File: src/rtl/riscv_mem_arb.sv
// Single-port memory arbiter/sequencer shared by instruction fetch and load/store.
// Optional statistics counters are enabled with `define RISCV_MEM_ARB_STATS_EN.
module riscv_mem_arb #(
  parameter int AW           = 32,
  parameter int DW           = 32,
  parameter int MEM_LAT      = 1,
  parameter int MAX_D_STREAK = 4
) (
  input  logic          clk,
  input  logic          rst,
  input  logic          i_req,
  input  logic [AW-1:0] i_addr,
  output logic [DW-1:0] i_rdata,
  output logic          i_ready,
  input  logic          d_req,
  input  logic          d_we,
  input  logic [AW-1:0] d_addr,
  input  logic [DW-1:0] d_wdata,
  output logic [DW-1:0] d_rdata,
  output logic          d_ready,
  output logic          m_en,
  output logic          m_we,
  output logic [AW-1:0] m_addr,
  output logic [DW-1:0] m_wdata,
  input  logic [DW-1:0] m_rdata,
  output logic          busy
`ifdef RISCV_MEM_ARB_STATS_EN
  ,
  output logic [31:0]   stat_i_grants,
  output logic [31:0]   stat_d_grants,
  output logic [31:0]   stat_conflicts
`endif
);

  typedef enum logic [1:0] {
    S_IDLE,
    S_ACCESS,
    S_WAIT,
    S_DONE
  } state_e;

  localparam logic [3:0] LAT_INIT   = 4'(MEM_LAT);
  localparam logic [3:0] MAX_STREAK = 4'(MAX_D_STREAK);

  state_e        state_q, state_d;
  logic [3:0]    cnt_q, cnt_d;
  logic [3:0]    d_streak_q, d_streak_d;
  logic          is_data_q, is_data_d;
  logic          m_en_q, m_en_d;
  logic          m_we_q, m_we_d;
  logic [AW-1:0] m_addr_q, m_addr_d;
  logic [DW-1:0] m_wdata_q, m_wdata_d;
  logic [DW-1:0] i_rdata_q, i_rdata_d;
  logic [DW-1:0] d_rdata_q, d_rdata_d;
  logic          i_ready_q, i_ready_d;
  logic          d_ready_q, d_ready_d;
  logic          busy_q, busy_d;

  logic          grant_any;
  logic          grant_data;

  // Data wins unless fetch is also waiting and the data streak is exhausted.
  assign grant_any  = i_req | d_req;
  assign grant_data = d_req & (~i_req | (d_streak_q < MAX_STREAK));

  always_comb begin
    state_d    = state_q;
    cnt_d      = cnt_q;
    d_streak_d = d_streak_q;
    is_data_d  = is_data_q;
    m_en_d     = 1'b0;
    m_we_d     = m_we_q;
    m_addr_d   = m_addr_q;
    m_wdata_d  = m_wdata_q;
    i_rdata_d  = i_rdata_q;
    d_rdata_d  = d_rdata_q;
    i_ready_d  = 1'b0;
    d_ready_d  = 1'b0;

    unique case (state_q)
      S_IDLE: begin
        if (grant_any) begin
          state_d   = S_ACCESS;
          m_en_d    = 1'b1;
          cnt_d     = LAT_INIT;
          is_data_d = grant_data;
          if (grant_data) begin
            m_we_d     = d_we;
            m_addr_d   = d_addr;
            m_wdata_d  = d_wdata;
            d_streak_d = i_req ? d_streak_q + 4'd1 : 4'd0;
          end else begin
            m_we_d     = 1'b0;
            m_addr_d   = i_addr;
            m_wdata_d  = '0;
            d_streak_d = 4'd0;
          end
        end
      end
      S_ACCESS: state_d = S_WAIT;
      S_WAIT: begin
        // cnt==1 marks the cycle in which m_rdata is valid.
        if (cnt_q == 4'd1) begin
          state_d = S_DONE;
          if (is_data_q) begin
            d_ready_d = 1'b1;
            if (!m_we_q) d_rdata_d = m_rdata;
          end else begin
            i_ready_d = 1'b1;
            i_rdata_d = m_rdata;
          end
        end else begin
          cnt_d = cnt_q - 4'd1;
        end
      end
      S_DONE: state_d = S_IDLE;
      default: state_d = S_IDLE;
    endcase

    busy_d = (state_d != S_IDLE);
  end

  always_ff @(posedge clk) begin
    if (!rst) begin
      state_q    <= S_IDLE;
      cnt_q      <= '0;
      d_streak_q <= '0;
      is_data_q  <= 1'b0;
      m_en_q     <= 1'b0;
      m_we_q     <= 1'b0;
      m_addr_q   <= '0;
      m_wdata_q  <= '0;
      i_rdata_q  <= '0;
      d_rdata_q  <= '0;
      i_ready_q  <= 1'b0;
      d_ready_q  <= 1'b0;
      busy_q     <= 1'b0;
    end else begin
      state_q    <= state_d;
      cnt_q      <= cnt_d;
      d_streak_q <= d_streak_d;
      is_data_q  <= is_data_d;
      m_en_q     <= m_en_d;
      m_we_q     <= m_we_d;
      m_addr_q   <= m_addr_d;
      m_wdata_q  <= m_wdata_d;
      i_rdata_q  <= i_rdata_d;
      d_rdata_q  <= d_rdata_d;
      i_ready_q  <= i_ready_d;
      d_ready_q  <= d_ready_d;
      busy_q     <= busy_d;
    end
  end

  assign i_rdata = i_rdata_q;
  assign i_ready = i_ready_q;
  assign d_rdata = d_rdata_q;
  assign d_ready = d_ready_q;
  assign m_en    = m_en_q;
  assign m_we    = m_we_q;
  assign m_addr  = m_addr_q;
  assign m_wdata = m_wdata_q;
  assign busy    = busy_q;

`ifdef RISCV_MEM_ARB_STATS_EN
  logic [31:0] stat_i_q, stat_d_q, stat_c_q;

  always_ff @(posedge clk) begin
    if (!rst) begin
      stat_i_q <= '0;
      stat_d_q <= '0;
      stat_c_q <= '0;
    end else if (state_q == S_IDLE) begin
      if (grant_any && grant_data)  stat_d_q <= stat_d_q + 32'd1;
      if (grant_any && !grant_data) stat_i_q <= stat_i_q + 32'd1;
      if (i_req && d_req)           stat_c_q <= stat_c_q + 32'd1;
    end
  end

  assign stat_i_grants  = stat_i_q;
  assign stat_d_grants  = stat_d_q;
  assign stat_conflicts = stat_c_q;
`endif

endmodule
File: config.mk
export PLATFORM = sky130hd
export DESIGN_NAME = riscv_mem_arb
export DESIGN_NICKNAME = d
export VERILOG_FILES = /design/src/rtl/riscv_mem_arb.sv
export SDC_FILE = /design/constraint.sdc
export NUM_CORES = 1
export LEC_CHECK = 0
export ABC_AREA = 1
export CAP_MARGIN = 25
export CORE_UTILIZATION = 38
export CTS_BUF_LIST = sky130_fd_sc_hd__clkbuf_4
export CTS_CLUSTER_DIAMETER = 50
export DETAILED_ROUTE_END_ITERATION = 7
export PLACE_DENSITY = 0.8
export SKIP_LAST_GASP = 1
export SYNTH_ARGS = -nofsm -noshare
export SYNTH_HDL_FRONTEND = slang
export SYNTH_SLANG_ARGS = --single-unit
export TNS_END_PERCENT = 1
File: constraint.sdc
create_clock -name clk -period 1.45 [get_ports clk]
set_clock_uncertainty 0.05 [all_clocks]
set_input_delay 0.2175 -clock clk [delete_from_list [all_inputs] [get_ports clk]]
set_output_delay 0.2175 -clock clk [all_outputs]
set_load 0.02 [all_outputs]
==> reports/summary.log, run 1 <==
INFO  status         result_of_the_run=finished with violations
INFO  status         violations=setup timing
INFO  logic_synthesis synth.ff_latch_count=144
INFO  power          irDropWorstVdd=0.000560V
INFO  final_layout   fin_cells=1239
INFO  power          post-layout-total-power=10.8mW
INFO  clock_network  cts_root_buf=clkbuf_4
INFO  worst_setup_path worstReg2RegEnd=d_rdata[11]$_SDFFE_PN0P_
INFO  worst_setup_path cp.required=1.18ns
INFO  logic_synthesis postSynthNetCount=912
INFO  timing         hold_viol=0
INFO  clock_network  cts_tree=yes
INFO  power          leakage=3.87nW
INFO  die            die_y=125um
INFO  timing         rsz0062_at_grt=yes
INFO  power          p_switching=3.62mW
INFO  timing         post_route_setup_slack=-0.0124ns
INFO  route          post-route-drc-count=0
INFO  worst_setup_path r2r_setup_slk=0.02ns
INFO  clock_network  clkLatencyLatePin=0.54ns
INFO  final_layout   share_of_cells_above_drive_strength_1=18.9%
INFO  timing         max_fclk=0.684GHz
INFO  clock_network  cts.sink_count=144
INFO  timing         timing.setup.tns=-0.0589ns
INFO  clock_network  num_cts_buffers=17
INFO  placed_design  port-buffer-count=265
INFO  final_layout   areaGrowthSynthToFinish=63.6%
INFO  logic_synthesis synth_edf_count=0
INFO  die            start_util=39.2%
INFO  clock_network  clk_pin_slew_worst_paths=0.12ns
INFO  final_layout   final_net_count=1180
INFO  logic_synthesis synthArstFlopShare=0%
INFO  logic_synthesis postSynth.topFlopCell=dfxtp_1
INFO  min_path       holdCritPathClass=in2reg
INFO  route          drt-wirelength-per-cell=14.6um
INFO  global_routing number_of_antenna_violations_at_the_first_check_in_global_routing=2
INFO  logic_synthesis post_synth_cell_types=25
INFO  placed_design  place_congestion=0.793
INFO  route          drt-pass1-iter-count=5
INFO  timing         report.final.setup_viol=13
INFO  global_routing gr-usage-all-layers=23.0%
INFO  global_routing first_global_vias=5836
INFO  timing         finalCritPeriodShare=101%
INFO  power          p_int=7.20mW
INFO  worst_setup_path cp.buffers_inverters=1
INFO  worst_setup_path endpoint_kind=output port
INFO  logic_synthesis post-synth-top-count-cell=nand2_1
INFO  min_path       hold_path.startpoint=rst
INFO  final_layout   num-fill-cells=1229
INFO  min_path       min_path_cells=4
INFO  clock_network  ctsHtreeMaxLevel=4
INFO  timing         timing.final.crit_period=1.46ns
INFO  worst_setup_path critical_path.cell_chain=clkdlybuf4s15_1
INFO  route          via_count=6044
INFO  power          power.share.sequential=42.5%
INFO  logic_synthesis synth.avg_cell_area=7.40um2
INFO  clock_network  max-clock-path-buffers=2
INFO  die            coreArea=0.0146mm2
INFO  worst_setup_path crit_path_class=reg2out
INFO  logic_synthesis post_synth_instance_area=0.00572mm2
INFO  global_routing global_route_wire_length_before_repair=28.7mm
INFO  min_path       hold-path-endpoint=m_addr[28]$_SDFFE_PN0P_
INFO  worst_setup_path worst_path_largest_cell_delay=0.35ns
INFO  worst_setup_path worstPathMaxFanout=2
INFO  timing         timing_max_transition_violations_final=0
INFO  timing         whs=0.102ns
INFO  power          power.density_cell_area=1160mW/mm2
INFO  route          route.final.wire_length=18.0mm
INFO  logic_synthesis post_synth_main_area_contributors=dfxtp_1, nand2_1, a21oi_1
INFO  timing         slew-limit-headroom=66.5%
INFO  global_routing grt_start_max_net_pins=46
INFO  route          postRouteAntennaNets=0
INFO  placed_design  dpl.cell_count=1200
INFO  power          switching_share=33.5%
INFO  final_layout   layout.core_utilization=64.2%
INFO  global_routing grt_overflow=0
INFO  route          viasPerCell=4.88
INFO  logic_synthesis yosysSeqAreaShare=50.4%
INFO  worst_setup_path worstReg2RegStart=state_q[0]$_SDFF_PN0_
INFO  die            row_count=44
INFO  worst_setup_path reg2reg_depth=8
INFO  placed_design  detailed_place_hpwl=11.9mm
INFO  logic_synthesis synth.cells.most_frequent=nand2_1, dfxtp_1, a21oi_1
INFO  worst_setup_path slowest_stage=dfxtp_1
INFO  logic_synthesis yosysWarnings=0
INFO  worst_setup_path worst_path_dominant_cell_family=flip-flops
INFO  power          p_comb_share=32.5%
INFO  worst_setup_path cp_data_arrival_time=1.19ns
INFO  logic_synthesis synth.largest_area_cell=dfxtp_1
INFO  worst_setup_path critPathLaunchType=flop
INFO  die            die_area=0.0155mm2
INFO  logic_synthesis post-synth-top-area-fraction=50.4%
INFO  die            die-width=125um
INFO  power          p_clk_share=24.9%
INFO  job            cap_violations=0
INFO  logic_synthesis syn_inst=773
INFO  die            io_pins=266
INFO  route          drt_iter0_drc=322
INFO  clock_network  postCtsHoldBufs=0
INFO  timing         max_slew.worst_pin.slew=0.502ns
[registers in the layout, summed over array words and instances (netlist names), 2 cells and up]
register and flops:
d_streak_q 4, d_rdata 32, state_q 2, cnt_q 4
m_wdata 32, i_rdata 32, m_addr 32
[cells by family (layout without fill, tap and decap cells)]
logic type | count (synthesis) | in the layout | share of synthesized area [%]
and+or+nand+nor | 341 | 341 | 24.3
AOI/OAI and AO/OA | 174 | 174 | 15.7
other | 0 | 2 | 0
adders and majority gates | 6 | 6 | 1.31
DFF | 144 | 144 | 50.4
xor gates and xnor gates | 1 | 1 | 0.153
buffers and inverters | 107 | 387 | 8.14
[area by class of cell]
class                      instances  area [um2]  share of cell area, %
tap                              184         230                   2.46
antenna                            2        5.00                 0.0535
inverter                          53         209                   2.23
clock buffer                      18         135                   1.44
sequential                       144        2890                   30.8
timing repair buffer             303        3290                   35.2
clock inverter                    13         165                   1.76
multi-input combinational        522        2430                   26.0
[per-layer routing]
layer  share of wire [%]  vias to the layer above  wire [um]  GRT usage, %
met3                 6.1                       33       1100          6.62
met1                  41                     2756       7390          26.4
met5                   0                        -          0             0
met2                  50                      223       9100          39.9
li1                    -                     3032          -             -
met4                 2.5                        0        446          9.50
[cell usage in the layout, fill, tap and decap left out, drive strengths merged, types with 3 or more instances in the layout]
cell type,instances
nand2,186
dfxtp,144
clkdlybuf4s50,131
clkdlybuf4s15,129
a21oi,102
nor2,84
o21ai,70
nand3,67
inv,53
buf,38
clkbuf,22
clkinv,9
ha,6
bufinv,3
[metrics by stage]
step	area, um2	setup slack, ns
floorplan	5730	0.0112
global placement	8750	-0.253
detailed placement	8750	-0.285
CTS	9220	-0.0682
global route	9360	-0.115
finish	9360	-0.0124
[what timing repair did]
| item | in CTS | in global routing |
|---|---|---|
| pin swaps | 0 | 7 |
| buffers inserted | 0 | 2 |
| setup endpoints to repair | 256 | 266 |
| endpoints found under the hold margin | 0 | 0 |
| cloned | 1 | 3 |
| resized for setup | 377 | 19 |
[power by group through the flow]
stage | registers, mW | clock network, mW | logic, mW
after floorplan | 5.12 | 0 | 1.40
after global placement | 4.67 | 0 | 3.44
after detailed placement | 4.68 | 0 | 3.49
after CTS | 4.60 | 2.81 | 3.40
after global routing | 4.66 | 2.98 | 3.85
final | 4.60 | 2.70 | 3.52
[worst max-delay path by stage]
stage,start,end,slack [ns],depth (start not counted)
3_3_place_gp,d_req,cnt_q[1]$_SDFFE_PN0P_,-0.25,8
3_5_place_dp,d_req,cnt_q[1]$_SDFFE_PN0P_,-0.28,8
4_1_cts,i_ready$_SDFF_PN0_,i_ready,-0.07,1
2_1_floorplan,state_q[0]$_SDFF_PN0_,i_rdata[12]$_SDFFE_PN0P_,0.01,10
5_1_grt,m_addr[18]$_SDFFE_PN0P_,m_addr[18],-0.11,1
6_report,m_addr[3]$_SDFFE_PN0P_,m_addr[3],-0.01,1
Note: power is estimated with default switching activity, not from simulation.
==> run 2, diff against run 1 <==
--- a/config.mk
+++ b/config.mk
@@ -6,6 +6,7 @@
 export NUM_CORES = 1
 export LEC_CHECK = 0
 export ABC_AREA = 1
+export ABC_CLOCK_PERIOD_IN_PS = 1450
 export CAP_MARGIN = 25
 export CORE_UTILIZATION = 38
 export CTS_BUF_LIST = sky130_fd_sc_hd__clkbuf_4
==> results of run 2 <==
Same layout as run 1: the final DEF is identical, and so are final timing and power.
==> run 3, diff against run 2 <==
--- a/config.mk
+++ b/config.mk
@@ -12,7 +12,9 @@
 export CTS_BUF_LIST = sky130_fd_sc_hd__clkbuf_4
 export CTS_CLUSTER_DIAMETER = 50
 export DETAILED_ROUTE_END_ITERATION = 7
+export GPL_TIMING_DRIVEN = 0
 export PLACE_DENSITY = 0.8
+export SETUP_SLACK_MARGIN = 0.2
 export SKIP_LAST_GASP = 1
 export SYNTH_ARGS = -nofsm -noshare
 export SYNTH_HDL_FRONTEND = slang
==> run 3 against run 2 <==
Compared with the run above:
- non-clock buffer count grew 48
- combinational power grew 6.8%
- cell area shrank 2.7%
- clock-buffer cell count is the same
- critical path type is now reg2reg
- the flow now finishes without violations
- register-to-register slack is essentially flat
- fmax grew 2.0%
==> reports/summary.log, run 3 (same netlist as run 1, synthesis figures left out) <==
INFO  status         result_of_the_run=finished clean [was finished with violations]
INFO  global_routing number_of_antenna_violations_at_the_first_check_in_global_routing=1 [was 2]
INFO  final_layout   fin_cells=1287 [was 1239]
INFO  timing         finalCritPeriodShare=98.9% [was 101%]
INFO  timing         hold_viol=0 [unchanged]
INFO  clock_network  clk_pin_slew_worst_paths=0.12ns [about the same]
INFO  placed_design  port-buffer-count=264 [was 265]
INFO  job            cap_violations=0 [unchanged]
INFO  worst_setup_path endpoint_kind=flop [was output port]
INFO  route          drt_iter0_drc=393 [was 322]
INFO  min_path       hold_path.startpoint=d_req [was rst]
INFO  route          via_count=6338 [was 6044]
INFO  clock_network  postCtsHoldBufs=0 [unchanged]
INFO  global_routing grt_start_max_net_pins=17 [was 46]
INFO  power          leakage=4.23nW [was 3.87 nW]
INFO  power          post-layout-total-power=11.3mW [was 10.8 mW]
INFO  global_routing first_global_vias=6016 [was 5836]
INFO  worst_setup_path startpoint=cnt_q[1]$_SDFFE_PN0P_ [was m_addr[3]$_SDFFE_PN0P_]
INFO  worst_setup_path crit_path_class=reg2reg [was reg2out]
INFO  final_layout   num-fill-cells=1317 [was 1229]
INFO  worst_setup_path cp.required=1.88ns [was 1.18 ns]
INFO  global_routing top_usage_layer=met2 [unchanged]
INFO  final_layout   share_of_cells_above_drive_strength_1=27.1% [was 18.9%]
INFO  timing         whs=0.122ns [was 0.102 ns]
INFO  die            row_count=44 [unchanged]
INFO  worst_setup_path critPathLaunchType=flop [unchanged]
INFO  final_layout   final_cell_mix=nand2_1, buf_2, dfxtp_1 [was nand2_1, dfxtp_1, clkdlybuf4s50_1]
INFO  clock_network  num_cts_buffers=17 [unchanged]
INFO  global_routing grt_overflow=0 [unchanged]
INFO  power          irDropWorstVdd=0.000593V [was 0.000560 V]
INFO  clock_network  cts_tree=yes [unchanged]
INFO  timing         max_slew.worst_pin.slew=0.533ns [was 0.502 ns]
INFO  timing         max_fclk=0.697GHz [was 0.684 GHz]
INFO  route          drt-pass1-iter-count=7 [was 5]
INFO  placed_design  place_congestion=0.814 [was 0.793]
INFO  final_layout   regArea=0.00290mm2 [was 0.00289 mm2]
INFO  global_routing gr-usage-all-layers=24.2% [was 23.0%]
INFO  die            start_util=39.2% [unchanged]
INFO  final_layout   combined_area_of_the_multi_input_logic_cells=0.00258mm2 [was 0.00243 mm2]
INFO  global_routing grt_use_met2=40.5% [was 39.9%]
INFO  final_layout   areaGrowthSynthToFinish=59.2% [was 63.6%]
INFO  placed_design  detailed_place.area=0.00871mm2 [was 0.00875 mm2]
INFO  timing         timing.final.crit_period=1.43ns [was 1.46 ns]
INFO  clock_network  ctsHtreeMaxLevel=4 [unchanged]
INFO  placed_design  detailed_place_hpwl=13.0mm [was 11.9 mm]
INFO  route          drt-wirelength-per-cell=15.0um [was 14.6 um]
INFO  worst_setup_path cp_data_arrival_time=1.86ns [was 1.19 ns]
INFO  clock_network  cts.sink_count=144 [unchanged]
INFO  final_layout   final_net_count=1228 [was 1180]
INFO  die            coreArea=0.0146mm2 [unchanged]
INFO  power          power.density_cell_area=1240mW/mm2 [was 1160 mW/mm2]
INFO  timing         slew-limit-headroom=64.4% [was 66.5%]
INFO  clock_network  clkLatencyLatePin=0.53ns [was 0.54 ns]
INFO  timing         timing_max_transition_violations_final=0 [unchanged]
INFO  placed_design  dpl.cell_count=1221 [was 1200]
INFO  clock_network  max-clock-path-buffers=2 [unchanged]
INFO  timing         timing.setup.tns=0ns [was -0.0589 ns]
INFO  global_routing grt_use_met3=5.88% [was 6.62%]
INFO  global_routing grtUsageMet1=29.0% [was 26.4%]
INFO  worst_setup_path worstReg2RegStart=cnt_q[1]$_SDFFE_PN0P_ [was state_q[0]$_SDFF_PN0_]
INFO  die            die-width=125um [unchanged]
INFO  timing         rsz0062_at_grt=yes [unchanged]
INFO  route          post-route-drc-count=0 [unchanged]
INFO  die            io_pins=266 [unchanged]
INFO  die            die_y=125um [unchanged]
INFO  die            die_area=0.0155mm2 [unchanged]
INFO  final_layout   mostFrequentLayoutCell=nand2_1 [unchanged]
INFO  min_path       holdCritPathClass=in2reg [unchanged]
INFO  timing         report.final.setup_viol=0 [was 13]
INFO  route          viasPerCell=4.92 [was 4.88]
INFO  worst_setup_path worstPathMaxFanout=6 [was 2]
INFO  route          route.final.wire_length=19.3mm [was 18.0 mm]
INFO  global_routing global_route_wire_length_before_repair=30.2mm [was 28.7 mm]
INFO  final_layout   design_area=0.00910mm2 [was 0.00936 mm2]
INFO  clock_network  cts_root_buf=clkbuf_4 [unchanged]
INFO  route          postRouteAntennaNets=0 [unchanged]
==> run 3: changes by cell type in the layout (fill, tap and decap cells not counted), moves of 15 or more <==
cell	change
clkdlybuf4s15_2	-104
clkdlybuf4s15_1	-25
buf_6	+15
o21ai_0	-17
buf_2	+138
==> run 3: what timing repair did <==
item                       in CTS  in global routing
pin swaps                      10                 14
gates resized for setup       605                 74
cloned                          6                  6
buffers inserted               13                  8
setup endpoints to repair     273                275
==> run 3: power by group <==
group          total (mW)  internal [mW]  switching, mW
logic                3.76           1.65           2.11
registers            4.63           4.39          0.233
clock network        2.87           1.38           1.48
==> run 3: layout make-up <==
| cell class | instances | share of cell area (%) |
|---|---|---|
| sequential | 144 | 31.8 |
| tap | 184 | 2.53 |
| inverter | 53 | 2.47 |
| timing repair buffer | 297 | 26.3 |
| multi-input combinational | 522 | 28.4 |
| clock inverter | 14 | 2.05 |
| clock buffer | 18 | 1.48 |
| buffer | 54 | 4.89 |
| antenna | 1 | 0.0275 |
==> run 3: path summary, 6_finish.rpt <==
path                                                  to  slack [ns]  depth (start not counted)
worst max-delay path            d_rdata[19]$_SDFFE_PN0P_        0.02                          9
worst max register to register  d_rdata[19]$_SDFFE_PN0P_        0.02                          9
worst min-delay path              m_addr[0]$_SDFFE_PN0P_        0.12                          5
worst min register to register  i_rdata[28]$_SDFFE_PN0P_        0.42                          2
==> run 3: metal layers <==
layer | vias to the layer above | wire length [um]
met5 | - | 0
met2 | 260 | 9240
met4 | 0 | 612
met1 | 2898 | 8170
li1 | 3136 | -
met3 | 44 | 1300
==> run 3: critical path, stage by stage, from the launching register on <==
cell       delay, ns
dfxtp_2         0.35
inv_4           0.07
ha_4            0.14
nand2_4         0.06
nor2_4          0.14
buf_12          0.14
buf_8           0.11
clkbuf_16       0.13
o21ai_1         0.05
nor2_1          0.12
==> run 3: per-stage QoR <==
stage / util [%] / setup WS, ns
floorplan: - / 0.170
global placement: 59.7 / -0.776
detailed placement: 59.7 / -0.798
CTS: 60.1 / 0.0346
global route: 62.4 / -0.0322
finish: 62.4 / 0.0158
